`config.mk`:
```
export PLATFORM = sky130hd
export DESIGN_NAME = fifo_uart_tx_flat
export DESIGN_NICKNAME = d
export VERILOG_FILES = /design/src/rtl/fifo_uart_tx_if.sv /design/src/rtl/fifo_uart_tx.sv /design/src/flat_wrapper.sv
export SDC_FILE = /design/constraint.sdc
export NUM_CORES = 1
export LEC_CHECK = 0
export BUFFER_PORTS_ARGS = -buffer_cell sky130_fd_sc_hd__buf_2
export CAP_MARGIN = 0
export CORE_MARGIN = 3
export CORE_UTILIZATION = 46
export CTS_CLUSTER_DIAMETER = 80
export DETAILED_ROUTE_END_ITERATION = 6
export PLACE_DENSITY = 0.76
export SLEW_MARGIN = 20
export SYNTH_ARGS = -nofsm -noshare
export SYNTH_HDL_FRONTEND = slang
export SYNTH_SLANG_ARGS = --single-unit
export TNS_END_PERCENT = 100
```
`constraint.sdc`:
```
create_clock -name clock -period 1.9 [get_ports clock]
set_input_delay 0.095 -clock clock [delete_from_list [all_inputs] [get_ports clock]]
set_output_delay 0.095 -clock clock [all_outputs]
set_load 0.005 [all_outputs]
```
`src/rtl/fifo_uart_tx_if.sv`:
```
// Read-port handshake between the 8-bit synchronous FIFO and the UART transmitter.
// The transmitter is the master: it issues the pop and consumes the data.
interface fifo_uart_tx_if;
  logic       fifo_rd_en;
  logic       fifo_empty;
  logic [7:0] fifo_data;

  modport master (output fifo_rd_en, input fifo_empty, input fifo_data);
  modport slave  (input fifo_rd_en, output fifo_empty, output fifo_data);
endinterface

```
`src/rtl/fifo_uart_tx.sv`:
```
// UART transmitter that drains a synchronous FIFO one byte at a time and sends
// start bit, 8 data bits LSB first, optional parity and 1 or 2 stop bits.
module fifo_uart_tx #(
  parameter int CLKS_PER_BIT = 16,
  parameter int PARITY_EN    = 0,
  parameter int PARITY_ODD   = 0,
  parameter int STOP_BITS    = 1
) (
  input  logic           clock,
  input  logic           reset_n,
  input  logic           tx_en,
  fifo_uart_tx_if.master fifo,
  output logic           txd,
  output logic           busy,
  output logic           byte_done
);

  localparam int               CNT_W      = (CLKS_PER_BIT > 1) ? $clog2(CLKS_PER_BIT) : 1;
  localparam logic [CNT_W-1:0] CNT_LAST   = CNT_W'(CLKS_PER_BIT - 1);
  localparam logic [2:0]       STOP_LAST  = 3'(STOP_BITS - 1);
  localparam bit               HAS_PARITY = (PARITY_EN != 0);
  localparam logic             ODD_INV    = (PARITY_ODD != 0);

  typedef enum logic [2:0] {
    IDLE,
    FETCH,
    LOAD,
    START,
    DATA,
    PARITY,
    STOP
  } state_t;

  state_t           state;
  state_t           next_state;
  logic [CNT_W-1:0] baud_cnt;
  logic [CNT_W-1:0] baud_cnt_next;
  logic [2:0]       bit_idx;
  logic [2:0]       bit_idx_next;
  logic [7:0]       shift_reg;
  logic [7:0]       shift_next;
  logic             parity_bit;
  logic             parity_next;
  logic             txd_next;
  logic             rd_en_next;
  logic             busy_next;
  logic             done_next;
  logic             bit_end;

  assign bit_end = (baud_cnt == CNT_LAST);

  always_ff @(posedge clock or negedge reset_n) begin
    if (!reset_n) begin
      state <= IDLE;
    end else begin
      state <= next_state;
    end
  end

  // The fetch decision is the only point where tx_en and fifo_empty matter;
  // once committed, the frame runs to completion regardless of either.
  always_comb begin
    next_state = state;
    case (state)
      IDLE:    if (tx_en && !fifo.fifo_empty) next_state = FETCH;
      FETCH:   next_state = LOAD;
      LOAD:    next_state = START;
      START:   if (bit_end) next_state = DATA;
      DATA:    if (bit_end && (bit_idx == 3'd7)) next_state = HAS_PARITY ? PARITY : STOP;
      PARITY:  if (bit_end) next_state = STOP;
      STOP:    if (bit_end && (bit_idx == STOP_LAST)) next_state = IDLE;
      default: next_state = IDLE;
    endcase
  end

  always_comb begin
    baud_cnt_next = '0;
    bit_idx_next  = bit_idx;
    shift_next    = shift_reg;
    parity_next   = parity_bit;

    case (state)
      START, DATA, PARITY, STOP: begin
        if (!bit_end && (next_state == state)) baud_cnt_next = baud_cnt + CNT_W'(1);
      end
      default: baud_cnt_next = '0;
    endcase

    // bit_idx counts data bits in DATA and stop bits in STOP, so it restarts on every state entry
    if (next_state != state) begin
      bit_idx_next = '0;
    end else if (bit_end && ((state == DATA) || (state == STOP))) begin
      bit_idx_next = bit_idx + 3'd1;
    end

    if (state == LOAD) begin
      shift_next  = fifo.fifo_data;
      parity_next = ^fifo.fifo_data ^ ODD_INV;
    end else if ((state == DATA) && bit_end) begin
      shift_next = {1'b0, shift_reg[7:1]};
    end
  end

  // Outputs are computed from the upcoming state so they can be registered glitch-free.
  always_comb begin
    txd_next   = 1'b1;
    rd_en_next = (next_state == FETCH);
    busy_next  = (next_state != IDLE);
    done_next  = (state == STOP) && (next_state == IDLE);
    case (next_state)
      START:   txd_next = 1'b0;
      DATA:    txd_next = shift_next[0];
      PARITY:  txd_next = parity_next;
      default: txd_next = 1'b1;
    endcase
  end

  always_ff @(posedge clock or negedge reset_n) begin
    if (!reset_n) begin
      baud_cnt        <= '0;
      bit_idx         <= '0;
      shift_reg       <= '0;
      parity_bit      <= 1'b0;
      txd             <= 1'b1;
      fifo.fifo_rd_en <= 1'b0;
      busy            <= 1'b0;
      byte_done       <= 1'b0;
    end else begin
      baud_cnt        <= baud_cnt_next;
      bit_idx         <= bit_idx_next;
      shift_reg       <= shift_next;
      parity_bit      <= parity_next;
      txd             <= txd_next;
      fifo.fifo_rd_en <= rd_en_next;
      busy            <= busy_next;
      byte_done       <= done_next;
    end
  end

endmodule

```
`src/flat_wrapper.sv`:
```
// flat-port wrapper written by rule: the top's interface ports become plain ports
module fifo_uart_tx_flat 
#(
  parameter int CLKS_PER_BIT = 16,
  parameter int PARITY_EN    = 0,
  parameter int PARITY_ODD   = 0,
  parameter int STOP_BITS    = 1
)
  (clock, reset_n, tx_en, txd, busy, byte_done, fifo_fifo_rd_en, fifo_fifo_empty, fifo_fifo_data);
  fifo_uart_tx_if fifo_i ();
  input  logic clock;
  input  logic reset_n;
  input  logic tx_en;
  output logic txd;
  output logic busy;
  output logic byte_done;
  output wire logic [$bits(fifo_i.fifo_rd_en)-1:0] fifo_fifo_rd_en;
  input wire logic [$bits(fifo_i.fifo_empty)-1:0] fifo_fifo_empty;
  input wire logic [$bits(fifo_i.fifo_data)-1:0] fifo_fifo_data;
  assign fifo_fifo_rd_en = fifo_i.fifo_rd_en;
  assign fifo_i.fifo_empty = fifo_fifo_empty;
  assign fifo_i.fifo_data = fifo_fifo_data;
  fifo_uart_tx #(.CLKS_PER_BIT(CLKS_PER_BIT), .PARITY_EN(PARITY_EN), .PARITY_ODD(PARITY_ODD), .STOP_BITS(STOP_BITS)) u_core (.clock(clock), .reset_n(reset_n), .tx_en(tx_en), .fifo(fifo_i), .txd(txd), .busy(busy), .byte_done(byte_done));
endmodule
```
== Yosys cells after proc, flatten, opt, wreduce, memory -nomap -nowiden ==
Index checks and enable logic that the tools add are counted.

* Add/subtract/negate cells: 2
* Multiplexer cells: 14
* Eq/ne operators: 14
* Reductions and logical operators: 18

{| class="wikitable"
|+ Operators by type and width
! cell !! number
|-
| $mux W3 || 7
|-
| $pmux W3 S7 || 1
|-
| $eq A3 B3 Y1 const B || 6
|-
| $mux W8 || 2
|-
| $eq A3 B2 Y1 const B || 3
|-
| $logic_not A3 Y1 || 3
|-
| $mux W4 || 2
|-
| $reduce_xor A8 Y1 || 1
|-
| $logic_and A1 B1 Y1 || 7
|-
| $eq A3 B1 Y1 const B || 2
|-
| $add A4 B1 Y4 const B || 1
|-
| $eq A4 B4 Y1 const B || 1
|-
| $reduce_bool A2 Y1 || 2
|-
| $reduce_or A4 Y1 || 1
|-
| $add A3 B1 Y3 const B || 1
|-
| $eq A3 B3 Y1 || 1
|-
| $ne A3 B3 Y1 || 1
|-
| $pmux W1 S3 || 1
|-
| $reduce_bool A3 Y1 || 1
|-
| $logic_not A1 Y1 || 2
|-
| $logic_or A1 B1 Y1 || 1
|-
| $mux W1 || 1
|}

* Flip-flop bits (word level): 23
* Bits of input ports: 12
* Output and inout port bits: 4

== Logic depth before layout (Yosys ltp) ==
* Word-level depth: 8
* Depth in mapped cells: 7
* Depth with buffers taken out: 7

== Worst setup path after synthesis ==
OpenSTA, ideal clock, no wires.

* Path kind: reg-to-reg
* Start: register u_core.baud_cnt[0]
* End: register u_core.txd
* Setup time: 79 ps
* Buffers on the path: 0
* Cell stages (with the launch flop): 7
* Data required time: 1821 ps
* Setup slack: -88 ps
* Arrival time: 1909 ps
* Cells stage by stage: dfrtp_1 -> ha_1 -> nand3_2 -> or4_1 -> o311a_2 -> or4b_1 -> o211a_1

* Elaborated cells between the ends (all ways): 15
* Classes of those cells: eq/ne: 4; mux: 8; reduce/logical: 3

{| class="wikitable"
|+ RTL lines
! item !! RTL line !! RTL
|-
| start: declaration || fifo_uart_tx.sv:36 || <nowiki>logic [CNT_W-1:0] baud_cnt;</nowiki>
|-
| start signal: assignment || fifo_uart_tx.sv:129 || <nowiki>baud_cnt <= baud_cnt_next;</nowiki>
|-
| $eq A4 B4 Y1 || fifo_uart_tx.sv:50 || <nowiki>assign bit_end = (baud_cnt == CNT_LAST);</nowiki>
|-
| $logic_and A1 B1 Y1 || fifo_uart_tx.sv:99 || <nowiki>end else if ((state == DATA) && bit_end) begin</nowiki>
|-
| $mux W8 || fifo_uart_tx.sv:99 ||
|-
| $mux W8 || fifo_uart_tx.sv:96 || <nowiki>if (state == LOAD) begin</nowiki>
|-
| named net u_core.shift_next[0] || fifo_uart_tx.sv:41 || <nowiki>logic [7:0] shift_next;</nowiki>
|-
| $pmux W1 S3 || fifo_uart_tx.sv:110 || <nowiki>case (next_state)</nowiki>
|-
| named net u_core.txd_next || fifo_uart_tx.sv:44 || <nowiki>logic txd_next;</nowiki>
|-
| end signal: assignment || fifo_uart_tx.sv:133 || <nowiki>txd <= txd_next;</nowiki>
|-
| end: declaration || fifo_uart_tx.sv:13 || <nowiki>output logic txd,</nowiki>
|}

The timed path passes the listed nets, and every way through them passes these cells. The select of a mux whose other input is x is not followed.
A chain may end at the register's enable or synchronous reset.

== Worst setup path after layout ==
* Start: register u_core.baud_cnt[0]
* End: register u_core.txd

* Word-level cells in the longest chain between the ends: 6
* Elaborated cells between the ends (all ways): 15
* Classes of those cells: eq/ne: 4; mux: 8; reduce/logical: 3

{| class="wikitable"
|+ RTL lines
! item !! RTL line !! RTL
|-
| $eq A4 B4 Y1 (*) || fifo_uart_tx.sv:50 ||
|-
| $logic_and A1 B1 Y1, on equally long branches || fifo_uart_tx.sv:71, fifo_uart_tx.sv:69 ||
|-
| $mux W3, on equally long branches || fifo_uart_tx.sv:71, fifo_uart_tx.sv:69 ||
|-
| $pmux W3 S7 (*) || fifo_uart_tx.sv:64 || <nowiki>case (state)</nowiki>
|-
| named net u_core.next_state[1] || fifo_uart_tx.sv:35 || <nowiki>state_t next_state;</nowiki>
|-
| $eq A3 B3 Y1 or $eq A3 B2 Y1 (tied branches) || fifo_uart_tx.sv:110 ||
|-
| $pmux W1 S3 (*) || fifo_uart_tx.sv:110 ||
|-
| named net u_core.txd_next || fifo_uart_tx.sv:44 ||
|}

The timed path passes the listed nets; every way through them passes the cells marked *. The select of a mux whose other input is x is not followed.

==> results.tsv <==
stage	metric	value	unit
global_route	globalRouteOverflowTotal	0	
critical_path	startpoint_type	register	
yosys	yosysWarningCount	0	
power	ir_drop	419	uV
timing	setup_viol	0	
power	powerDensity	507	mW/mm2
timing	finalHoldViolCount	0	
clock_network	cts_tree	done	
global_route	grt_pass1_wl	4530	um
final_layout	num_antenna_cells	0	
final_layout	post-route-util	0.647	
power	internal_power	0.633	mW
critical_path	r2r_end	u_core.txd$_DFF_PN1_	
yosys	synthDistinctLibCells	39	
drt	drc_errors	0	
timing	clock.fmax	529	MHz
clock_network	cts_buffers	3	
timing	rsz0062_at_grt	true	
timing	tightest_slew	0.484	ns
timing	period_needed	1.89	ns
global_route	grt_max_degree	24	
timing	fin_skew	0.00345	ns
final_layout	regArea	577	um2
hold_path	min_from	fifo_fifo_data[4]	
yosys	synthCells	123	
drt	via_count	1034	
power	leakage	0.729	nW
final_layout	drive_gt1_frac	0.377	
hold_path	hold_path.class	input pin to register	
global_route	grtUsageTotal	0.177	
yosys	synth_top_area_cell	dfrtp_1	
die	core_area	0.00252	mm2
placed_design	gp_congestion	0.875	
power	p_clk_frac	0.274	
placed_design	hpwl	1960	um
yosys	postSynthAreaPerCell	10.2	um2
drt	wl_per_cell	14.7	um
critical_path	path_max_fanout	9	
critical_path	path_class	register to register	
global_route	antenna_found_initial	0	
die	start_util	0.496	
clock_network	cts_buffer_depth	2	
die	die_h	58.1	um
power	switchingPower	0.194	mW
die	die_x	58.1	um
flow_run	drv_cap	0	
timing	drv_slew	0	
final_layout	layout_commonest_cell	dfrtp_1	
final_layout	final_nets	176	
power	finalPower	0.827	mW
critical_path	rr_worst_depth	8	
final_layout	area_growth	30.5	%
drt	drt-initial-drc-count	43	
drt	vias_per_cell	5.47	
final_layout	largest_reg_flops	8	
global_route	first_global_vias	1028	
critical_path	reg2reg_from	u_core.baud_cnt[0]$_DFF_PN0_	
yosys	synth_nets	139	
hold_path	hold_depth	3	
power	p_comb_frac	0.103	
clock_network	clk_pin_slew	0.12	ns
die	io_pins	16	
yosys	ys_seq_area_frac	0.461	
final_layout	nFillCells	199	
critical_path	critPathRequiredTime	2.15	ns
yosys	synth_top_cell_area_share	0.440	
clock_network	cts_sinks	23	
clock_network	cts_root_buffer	clkbuf_4	
yosys	ys_seq_elements	23	
yosys	synth_area_leaders	dfrtp_1 44%, xnor2_1 6.3%, o21ai_0 5.2%, ha_1 4.0%, nand2_1 3.9%	
drt	first_pass_iters	4	
final_layout	multi_input_area	716	um2
placed_design	port_buffers	15	
critical_path	r2r_setup_slack	0.01	ns
clock_network	clkLatencyLatePin	0.31	ns
drt	wl	2780	um
critical_path	end_kind	register	
status	status	completed	
final_layout	final_cell_mix	22 x dfrtp_1, 18 x buf_4, 15 x buf_2, 13 x nand2_1, 10 x o21ai_0	
power	p_sw_frac	0.234	
timing	fin_crit_sh	0.995	
yosys	syn_area	0.00125	mm2
clock_network	htreeDepth	1	
critical_path	cp.arrival	2.14	ns
drt	ant_nets	0	
power	seqPwrFrac	0.623	
hold_path	hold_end	u_core.shift_reg[4]$_DFFE_PN0P_	
timing	relSlewSlack	0.674	
die	die_area	0.00338	mm2
die	num_rows	18	
-- kinds of logic after synthesis --
group	share of synthesized area
mux	0.0320
buf+inv	0.0611
xor+xnor	0.0701
simple gates	0.189
flops	0.461
fa+ha+maj	0.0400
compound gates	0.146
-- per-stage QoR --
| step | std cells | TNS [ns] | setup slack (ns) | instance area, um2 | hold slack, ns |
|---|---|---|---|---|---|
| after CTS | 184 | -0.00383 | -0.00383 | 1510 | 0.0119 |
| final | 189 | 0 | 0.0104 | 1630 | 0.0226 |
| after floorplan | 123 | -0.0205 | -0.0205 | 1270 | -0.201 |
| after detailed placement | 176 | -0.0550 | -0.0550 | 1430 | 0.0901 |
| after global routing | 189 | -0.0446 | -0.0446 | 1630 | 0.0134 |
| after global placement | 176 | 0 | 0.00573 | 1430 | 0.0899 |
-- how the worst max path moves through the flow --
stage                                        startpoint                    to  slack, ns  depth (start not counted)
after floorplan            u_core.baud_cnt[0]$_DFF_PN0_  u_core.txd$_DFF_PN1_      -0.02                          6
final                      u_core.baud_cnt[0]$_DFF_PN0_  u_core.txd$_DFF_PN1_       0.01                          8
after CTS                  u_core.baud_cnt[0]$_DFF_PN0_  u_core.txd$_DFF_PN1_     -0.004                          6
after global routing       u_core.baud_cnt[0]$_DFF_PN0_  u_core.txd$_DFF_PN1_      -0.04                          8
after detailed placement  u_core.bit_idx[0]$_DFFE_PN0P_  u_core.txd$_DFF_PN1_      -0.06                          8
after global placement     u_core.baud_cnt[1]$_DFF_PN0_  u_core.txd$_DFF_PN1_      0.006                          6
-- routing by layer --
layer	track usage	part of all wire	wire length [um]
met2	0.306	0.53	1470
met1	0.220	0.43	1180
met5	0	0	0
met3	0.0267	0.032	89
met4	0.0695	0.014	39
-- cell type report --
class / count / share of cell area
multi-input cells: 89 / 0.439
flip-flops and latches: 23 / 0.354
repair buffers: 37 / 0.155
well taps: 30 / 0.0230
clock buffers: 4 / 0.0161
inverters: 6 / 0.0138
-- worst max-delay path, stage by stage, from the launching register on --
cell	delay (ns)
dfrtp_1	0.43
ha_4	0.18
nand3_4	0.06
buf_6	0.13
buf_6	0.14
a221o_2	0.18
a31oi_4	0.04
or4b_4	0.53
o211a_1	0.13
-- Yosys cell counts --
cell and count:
a211oi_1 1, a21boi_0 1, a21oi_1 5, a221o_2 1, a22oi_1 3, a31oi_1 1
and2b_2 1, and3_1 1, and4_2 1, buf_6 2, clkbuf_1 1, clkbuf_8 2
dfrtp_1 22, dfstp_2 1, ha_1 4, inv_1 6, mux2i_1 4, nand2_1 13
nand2b_1 2, nand2b_2 1, nand3_1 2, nand3_2 1, nand4_1 2, nor2_1 8
nor3_1 2, nor3_2 1, nor3b_1 2, nor3b_2 1, o211a_1 1, o21ai_0 13
o221ai_1 1, o311a_2 1, o31ai_1 1, or2b_1 1, or3_1 1, or4_1 1
or4b_1 1, xnor2_1 9, xor2_1 1
-- power by group through the flow --
stage	Combinational (mW)	Sequential (mW)	Clock [mW]
global route	0.0980	0.516	0.251
floorplan	0.0449	0.521	0
finish	0.0855	0.515	0.227
global placement	0.0756	0.523	0
CTS	0.0817	0.515	0.234
detailed placement	0.0778	0.524	0
-- repair_timing --
action                                 CTS  global route
pin swaps                                4             9
endpoints found under the hold margin   22             1
setup endpoints to repair                2             5
hold buffers                             1             1
buffers inserted                         3             4
gates resized for setup                  7            17
Power figures use the tool's default switching activity.
